===== src/rtl/mul_pkg.sv =====
// mul_pkg: shared FSM state type, default width and counter-width helper
// for the shift-and-add multiplier.
package mul_pkg;

    localparam int DEF_W = 8;

    typedef enum logic [1:0] {IDLE, RUN, DONE} state_t;

    // Step counter width. It is never narrower than 1 bit, so W=1 still
    // gets a legal vector.
    function automatic int cnt_w(input int w);
        return (w > 1) ? $clog2(w) : 1;
    endfunction

endpackage


===== src/rtl/full_adder.sv =====
// full_adder: 1-bit full-adder cell.
// Ports: x, y, cin (addends and carry-in); sum, cout (sum bit and carry-out).
module full_adder (
    input  logic x,
    input  logic y,
    input  logic cin,
    output logic sum,
    output logic cout
);

    assign sum  = x ^ y ^ cin;
    assign cout = (x & y) | (cin & (x ^ y));

endmodule


===== src/rtl/ripple_adder_w.sv =====
// ripple_adder_w: parameterised W-bit ripple-carry adder built from full_adder cells.
// Ports: x, y (W-bit addends), cin (carry-in); sum (W-bit), cout (carry-out).
module ripple_adder_w #(
    parameter int W = 8
) (
    input  logic [W-1:0] x,
    input  logic [W-1:0] y,
    input  logic         cin,
    output logic [W-1:0] sum,
    output logic         cout
);

    logic [W:0] c;

    assign c[0] = cin;
    assign cout = c[W];

    for (genvar i = 0; i < W; i++) begin : g_fa
        full_adder u_fa (
            .x   (x[i]),
            .y   (y[i]),
            .cin (c[i]),
            .sum (sum[i]),
            .cout(c[i+1])
        );
    end

endmodule


===== src/rtl/shift_add_mul.sv =====
// shift_add_mul: sequential unsigned W x W shift-and-add multiplier with valid/ready handshakes.
// Ports: clk, rst (sync, active-high); in_valid/in_ready with operands a, b;
//        out_valid/out_ready with 2*W-bit product; busy high while multiplying.
module shift_add_mul
    import mul_pkg::*;
#(
    parameter int W = DEF_W
) (
    input  logic           clk,
    input  logic           rst,
    input  logic           in_valid,
    output logic           in_ready,
    input  logic [W-1:0]   a,
    input  logic [W-1:0]   b,
    output logic           out_valid,
    input  logic           out_ready,
    output logic [2*W-1:0] product,
    output logic           busy
);

    localparam int CW = cnt_w(W);

    state_t          state;
    logic [W-1:0]    mcand;
    logic [W-1:0]    acc_hi;
    logic [W-1:0]    acc_lo;
    logic [W-1:0]    addend;
    logic [W-1:0]    sum;
    logic            c;
    logic [CW-1:0]   cnt;

    // The multiplier bits live in acc_lo and are shifted out LSB-first,
    // so acc_lo[0] always selects whether this step adds the multiplicand.
    assign addend = acc_lo[0] ? mcand : '0;

    ripple_adder_w #(.W(W)) u_add (
        .x   (acc_hi),
        .y   (addend),
        .cin (1'b0),
        .sum (sum),
        .cout(c)
    );

    assign product = {acc_hi, acc_lo};

    always_ff @(posedge clk) begin
        if (rst) begin
            state     <= IDLE;
            in_ready  <= 1'b1;
            out_valid <= 1'b0;
            busy      <= 1'b0;
            mcand     <= '0;
            acc_hi    <= '0;
            acc_lo    <= '0;
            cnt       <= '0;
        end else begin
            case (state)
                IDLE: begin
                    if (in_valid) begin
                        mcand    <= a;
                        acc_hi   <= '0;
                        acc_lo   <= b;
                        cnt      <= '0;
                        state    <= RUN;
                        in_ready <= 1'b0;
                        busy     <= 1'b1;
                    end
                end
                RUN: begin
                    // The adder carry becomes the new MSB, so no product bit is lost.
                    {acc_hi, acc_lo} <= {c, sum, acc_lo[W-1:1]};
                    cnt <= cnt + 1'b1;
                    if (cnt == CW'(W - 1)) begin
                        state     <= DONE;
                        busy      <= 1'b0;
                        out_valid <= 1'b1;
                    end
                end
                DONE: begin
                    if (out_ready) begin
                        state     <= IDLE;
                        out_valid <= 1'b0;
                        in_ready  <= 1'b1;
                    end
                end
                default: begin
                    state     <= IDLE;
                    in_ready  <= 1'b1;
                    out_valid <= 1'b0;
                    busy      <= 1'b0;
                end
            endcase
        end
    end

endmodule

===== config.mk =====
export PLATFORM = sky130hd
export DESIGN_NAME = shift_add_mul
export DESIGN_NICKNAME = d
export VERILOG_FILES = /design/src/rtl/mul_pkg.sv /design/src/rtl/full_adder.sv /design/src/rtl/ripple_adder_w.sv /design/src/rtl/shift_add_mul.sv
export SDC_FILE = /design/constraint.sdc
export NUM_CORES = 1
export LEC_CHECK = 0
export BUFFER_PORTS_ARGS = -buffer_cell sky130_fd_sc_hd__buf_4
export CAP_MARGIN = 10
export CORE_MARGIN = 3
export CORE_UTILIZATION = 45
export DETAILED_ROUTE_END_ITERATION = 12
export PLACE_DENSITY = 0.69
export SLEW_MARGIN = 25
export SYNTH_ARGS = -nofsm -noshare
export SYNTH_HDL_FRONTEND = slang
export SYNTH_HIERARCHICAL = 1
export SYNTH_SLANG_ARGS = --single-unit

===== constraint.sdc =====
create_clock -name clk -period 4.1 [get_ports clk]
set_input_delay 1.025 -clock clk [delete_from_list [all_inputs] [get_ports clk]]
set_output_delay 1.025 -clock clk [all_outputs]
set_load 0.005 [all_outputs]

==> metrics.txt, run 1 <==
Root Buffer Master=sky130_fd_sc_hd__clkbuf_4; Top-Level Pins=39; CTS tree=yes; total power of the final layout=0.607 mW; cell area after synthesis=1500 um^2; final design utilization=58.7%; Vias=1112; flip-flop cell with the highest count after synthesis=sky130_fd_sc_hd__dfxtp_1; number of library cell types mapped by synthesis=28; area leader, netlist=sky130_fd_sc_hd__dfxtp_1; fraction of final layout cells with drive strength greater than 1=28.2%; Max Clock Skew=4.91 ps; number of nets in the synthesized netlist=174; maximum number of pins on one net before global-route repair=26; Initial Util=48.2%; fill cell instance count of the final layout=292; critical-path maximum fanout=2; Net count, final=210; number of buffers created by CTS=5; number of clock sinks=32; clock latency at the later pin of the worst-skew pair=330 ps; post-DR vias/cell=4.94; category of the worst setup path capture point=flop; switch share=24.7%; portion of total power attributed to combinational logic=13.4%; die outline area=4050 um^2; vertical die dimension=63.6 um; setup slack, reg-to-reg=100 ps; highest metal layer with signal wires=met4; met3 WL post-DR=170 um; number of failing hold endpoints at the final stage=0; Static Leak=0.816 nW; relative contribution of the clock network to total power=30.2%; crit share post-route=97.5%; number of global-route vias before repair=1142; clock input transition at the sequential cells of the worst setup and hold paths=90 ps; endpoints failing setup=0; proportion of synthesized chip area in sequential cells=42.8%; R2R depth=10; Placement Rows=20; post-CTS setup-driven buffer insertion count=0; CP startpoint kind=flop; die width=63.6 um; final critical delay including setup and external delays=4000 ps; outcome=finished clean; Cells after Synth=144; max capacitance violation total=0; total number of yosys warnings=6; DRC violations left=0; switching component of the power=0.150 mW; Internal=0.457 mW; post-route ant nets=0; average wire per standard cell=13.0 um; unrepaired setup endpoints after global routing=no; portion of synthesized cell area occupied by the leading cell type=42.8%; number of enable flip-flop cells after synthesis=0; area added between synthesis and finish=21.8%; commonest cells after routing, fill and taps aside=sky130_fd_sc_hd__buf_4 (40), sky130_fd_sc_hd__dfxtp_1 (32), sky130_fd_sc_hd__nand2_1 (16); Power Density=334 nW/um^2; worst slew margin relative to its limit=46.3%; number of inserted diodes=0; arrival time of data at the critical path endpoint=4230 ps; worst min-delay path category=reg -> reg; detailed-routed wire length on met2=1.37 mm; achievable clock frequency=250 MHz; worst voltage drop across the vdd grid=0.228 mV; gr usage total=16.1%; number of port buffers=38; core region area=3100 um^2; grt ovf=0; buffer levels on the longest clock path=2; Routed WL=2.93 mm; Routability Congestion=0.757; mean instance size in the synthesized netlist=10.4 um^2; number of antenna violations at the first check in global routing=0; Worst Hold Depth=2; sequential share of power=56.4%; number of H-tree branching levels=2; proportion of synthesized flip-flops having asynchronous set or reset=0%; start-to-end type of the worst setup path=reg -> reg; Seq cells post-synth=32; most common library cell in the layout ignoring fill and taps=sky130_fd_sc_hd__buf_4; first-pass GRT wire length=5.06 mm; HPWL Detailed=2.16 mm; Final TNS setup=0 ps; worst-margin pin slew=805 ps; required time at the endpoint of the critical path=4330 ps; Pins Over Slew Limit=0; most area-consuming cells after synthesis=sky130_fd_sc_hd__dfxtp_1 (43%), sky130_fd_sc_hd__fa_1 (11%), sky130_fd_sc_hd__a22o_1 (5.9%), sky130_fd_sc_hd__mux2i_1 (5.4%), sky130_fd_sc_hd__a21oi_1 (4.0%); routed metal-1 wirelength=1.35 mm; initial drt markers=39; Pre-antenna DRT Iters=3
[critical path, cell delays in order (launching register included)]
cell and delay [ps]:
sky130_fd_sc_hd__dfxtp_1 320, sky130_fd_sc_hd__and2_1 170, sky130_fd_sc_hd__fa_1 440, sky130_fd_sc_hd__fa_1 390, sky130_fd_sc_hd__fa_1 390, sky130_fd_sc_hd__fa_1 400, sky130_fd_sc_hd__fa_2 350, sky130_fd_sc_hd__fa_1 380
sky130_fd_sc_hd__fa_1 400, sky130_fd_sc_hd__fa_1 460, sky130_fd_sc_hd__a22o_1 200
[cell usage after synthesis (3+ instances only)]
| cell | n |
|---|---|
| sky130_fd_sc_hd__clkbuf_1 | 3 |
| sky130_fd_sc_hd__a211oi_1 | 8 |
| sky130_fd_sc_hd__a21oi_1 | 12 |
| sky130_fd_sc_hd__a22o_1 | 10 |
| sky130_fd_sc_hd__nand2_1 | 16 |
| sky130_fd_sc_hd__fa_1 | 8 |
| sky130_fd_sc_hd__mux2i_1 | 8 |
| sky130_fd_sc_hd__dfxtp_1 | 32 |
| sky130_fd_sc_hd__buf_2 | 3 |
| sky130_fd_sc_hd__nor2_1 | 12 |
| sky130_fd_sc_hd__and2_1 | 9 |
| sky130_fd_sc_hd__buf_6 | 4 |
[stage by stage]
| stage | hold slack (ps) | cell area [um^2] | setup WS [ps] | cells |
|---|---|---|---|---|
| finish | 466 | 1820 | 101 | 225 |
| CTS | 465 | 1820 | 59.5 | 225 |
| detailed placement | 452 | 1760 | 65.0 | 217 |
| global route | 481 | 1820 | 1.45 | 225 |
| global placement | 444 | 1760 | 168 | 217 |
| floorplan | 432 | 1500 | 157 | 144 |
[cells by family (layout without fill, tap and decap cells)]
logic type      after synthesis  count (layout)  synth area share (%)
fa+ha+maj                    10              10                  12.4
mux                           9               9                  6.11
buf+inv                      13              50                  6.61
compound gates               35              35                  17.2
simple gates                 44              44                  14.6
flops                        32              32                  42.8
other cells                   1               1                 0.251
[what timing repair did]
item                       in CTS  in global routing
setup endpoints to repair       0                  2
gates resized for setup         0                  1
hold buffers                    0                  0
[routing by layer]
metal  track usage (%)  up-vias
li1                  -      572
met1              18.2      512
met2              27.5       23
met3              6.42        5
met4              4.85        0
met5                 0        -
[registers in the layout, summed over array words and instances, names as in the netlist]
register   count
acc_hi         8
acc_lo         8
busy           1
cnt            3
in_ready       1
mcand          8
out_valid      1
state          2
[cell type report]
cell class	instances	area (um^2)	share of cell area, %
clock buffers	8	58.8	3.23
inverters	2	7.51	0.412
multi-input cells	99	758	41.6
flip-flops and latches	32	641	35.2
well taps	44	55.1	3.02
repair buffers	40	300	16.5
[power by group through the flow]
| stage | registers (mW) | logic, mW | clock network (mW) |
|---|---|---|---|
| after floorplan | 0.345 | 0.0521 | 0 |
| after global placement | 0.349 | 0.0799 | 0 |
| after detailed placement | 0.350 | 0.0826 | 0 |
| after CTS | 0.343 | 0.0828 | 0.189 |
| after global routing | 0.346 | 0.0909 | 0.205 |
| final | 0.342 | 0.0816 | 0.183 |
[final timing paths]
check                               from        end
worst min-delay path            mcand[2]   mcand[2]
worst min register to register  mcand[2]   mcand[2]
worst max register to register  mcand[0]  acc_hi[6]
worst max-delay path            mcand[0]  acc_hi[6]
No activity file was read; power rests on OpenSTA's default activity.
==> run 2: changes to the inputs <==
--- a/config.mk
+++ b/config.mk
@@ -10,7 +10,7 @@
 export CORE_MARGIN = 3
 export CORE_UTILIZATION = 45
 export DETAILED_ROUTE_END_ITERATION = 12
-export PLACE_DENSITY = 0.69
+export PLACE_DENSITY = 0.67
 export SLEW_MARGIN = 25
 export SYNTH_ARGS = -nofsm -noshare
 export SYNTH_HDL_FRONTEND = slang
==> constraint.sdc (replaced) <==
create_clock -name clk -period 4.8 [get_ports clk]
set_input_delay 1.2 -clock clk [delete_from_list [all_inputs] [get_ports clk]]
set_output_delay 1.2 -clock clk [all_outputs]
set_load 0.005 [all_outputs]
==> run 2 against run 1 <==
Against the previous run:
- via count increased by 1.6%
- sequential power decreased by 14%
- first-iteration DRC count increased by 7.7%
- non-clock buffer count decreased by 2
- combinational power decreased by 19%
- largest cell class unchanged
- highest routed layer unchanged
==> metrics.txt, run 2 (synthesis gave the netlist of run 1 again) <==
outcome=finished clean; average wire per standard cell=12.6 um (-3.4%); most common library cell in the layout ignoring fill and taps=sky130_fd_sc_hd__buf_4; die width=63.6 um (unchanged); Pins Over Slew Limit=0 (unchanged); core region area=3100 um^2 (unchanged); max capacitance violation total=0 (unchanged); critical-path maximum fanout=10 (+8); worst slew margin relative to its limit=45.8% (-0.50 points); fraction of final layout cells with drive strength greater than 1=27.5% (-0.65 points); first-pass GRT wire length=4.95 mm (-2.2%); die outline area=4050 um^2 (unchanged); sequential share of power=58.8% (+2.4 points); post-route ant nets=0 (unchanged); achievable clock frequency=243 MHz (-3.0%); clock input transition at the sequential cells of the worst setup and hold paths=90 ps (about the same); maximum number of pins on one net before global-route repair=26 (unchanged); post-DR vias/cell=5.09 (+3.0%); HPWL Detailed=2.04 mm (-5.8%); Internal=0.371 mW (-19%); arrival time of data at the critical path endpoint=4350 ps (+120 ps); CTS tree=yes; gr usage total=15.8% (-0.23 points); number of port buffers=38 (unchanged); Static Leak=0.806 nW (-1.2%); Routed WL=2.79 mm (-4.7%); relative contribution of the clock network to total power=27.9% (-2.3 points); number of failing hold endpoints at the final stage=0 (unchanged); required time at the endpoint of the critical path=5030 ps (+700 ps); number of H-tree branching levels=2 (unchanged); worst-margin pin slew=812 ps (+7.43 ps); number of clock sinks=32 (unchanged); worst voltage drop across the vdd grid=0.195 mV (-15%); Net count, final=208 (-0.95%); CP startpoint kind=flop; Top-Level Pins=39 (unchanged); Routability Congestion=0.796 (+5.2%); worst min-delay path category=reg -> reg; area occupied by multi-input gates=761 um^2 (+0.33%); switching component of the power=0.129 mW (-14%); commonest cells after routing, fill and taps aside=sky130_fd_sc_hd__buf_4 (38), sky130_fd_sc_hd__dfxtp_1 (32), sky130_fd_sc_hd__nand2_1 (16); fill cell instance count of the final layout=296 (+1.4%); Power Density=278 nW/um^2 (-17%); area added between synthesis and finish=20.1%; biggest registers after layout=acc_hi (8), acc_lo (8), mcand (8); category of the worst setup path capture point=flop; final critical delay including setup and external delays=4120 ps (+125 ps); crit share post-route=85.9% (-12 points); DRC violations left=0 (unchanged); quantity of gates resized following cts=0 (unchanged); vertical die dimension=63.6 um (unchanged); number of global-route vias before repair=1134 (-0.70%); clock latency at the later pin of the worst-skew pair=330 ps (about the same); number of inserted diodes=0 (unchanged); number of antenna violations at the first check in global routing=0 (unchanged); Final TNS setup=0 ps (unchanged); Max Clock Skew=6.24 ps (+1.33 ps); endpoints failing setup=0 (unchanged); Root Buffer Master=sky130_fd_sc_hd__clkbuf_4; Pre-antenna DRT Iters=4 (+1); sequential cell area=641 um^2 (unchanged); unrepaired setup endpoints after global routing=no; post-CTS setup-driven buffer insertion count=0 (unchanged); start-to-end type of the worst setup path=reg -> reg; buffer levels on the longest clock path=2 (unchanged); switch share=25.7% (+1.0 points); Vias=1130 (+1.6%); grt ovf=0 (unchanged); Placement Rows=20 (unchanged); portion of total power attributed to combinational logic=13.3% (about the same); total power of the final layout=0.499 mW (-18%); number of buffers created by CTS=5 (unchanged); Initial Util=48.2% (unchanged); initial drt markers=42 (+7.7%); quantity of hold-fixing buffers added after cts=0 (unchanged)
[run 2: power by group through the flow]
stage	clock network (mW)	logic, mW	registers (mW)
floorplan	0	0.0445	0.295
global placement	0	0.0657	0.299
detailed placement	0	0.0674	0.300
CTS	0.146	0.0678	0.294
global route	0.159	0.0744	0.297
finish	0.139	0.0665	0.293
[run 2: metrics by stage]
stage | setup WS, ps | hold slack (ps) | util (%) | instance area, um^2 | instances
floorplan | 857 | 432 | - | 1500 | 144
global placement | 792 | 443 | 56.2 | 1740 | 215
detailed placement | 692 | 446 | 56.4 | 1750 | 215
CTS | 662 | 459 | 57.9 | 1800 | 222
global route | 519 | 494 | 57.9 | 1800 | 222
finish | 677 | 453 | 57.9 | 1800 | 222
[run 2: routing by layer]
metal	part of all wire [%]	track usage [%]	vias up
met5	0	0	-
met4	2.8	8.09	0
met3	6.0	6.24	9
met2	46	24.3	29
met1	45	19.1	530
li1	-	-	562
[run 2: final cells by class]
type	instances	share of cell area, %
multi-input cells	99	42.4
flip-flops and latches	32	35.7
repair buffers	38	15.9
well taps	44	3.07
clock buffers	6	2.30
inverters	2	0.418
clock inverters	1	0.279
[run 2: path summary, 6_finish.rpt]
| check | from | to | slack, ps | depth (start not counted) |
|---|---|---|---|---|
| min | mcand[1] | mcand[1] | 450 | 2 |
| max reg2reg | acc_lo[0] | acc_hi[6] | 680 | 10 |
| max | acc_lo[0] | acc_hi[6] | 680 | 10 |
| min reg2reg | mcand[1] | mcand[1] | 450 | 2 |
[run 2: critical path: stages (launching register included)]
cell	delay [ps]
sky130_fd_sc_hd__dfxtp_1	390
sky130_fd_sc_hd__and2_1	190
sky130_fd_sc_hd__fa_1	440
sky130_fd_sc_hd__fa_1	380
sky130_fd_sc_hd__fa_1	400
sky130_fd_sc_hd__fa_1	390
sky130_fd_sc_hd__fa_1	400
sky130_fd_sc_hd__fa_1	390
sky130_fd_sc_hd__fa_1	390
sky130_fd_sc_hd__fa_1	440
sky130_fd_sc_hd__a22o_1	210
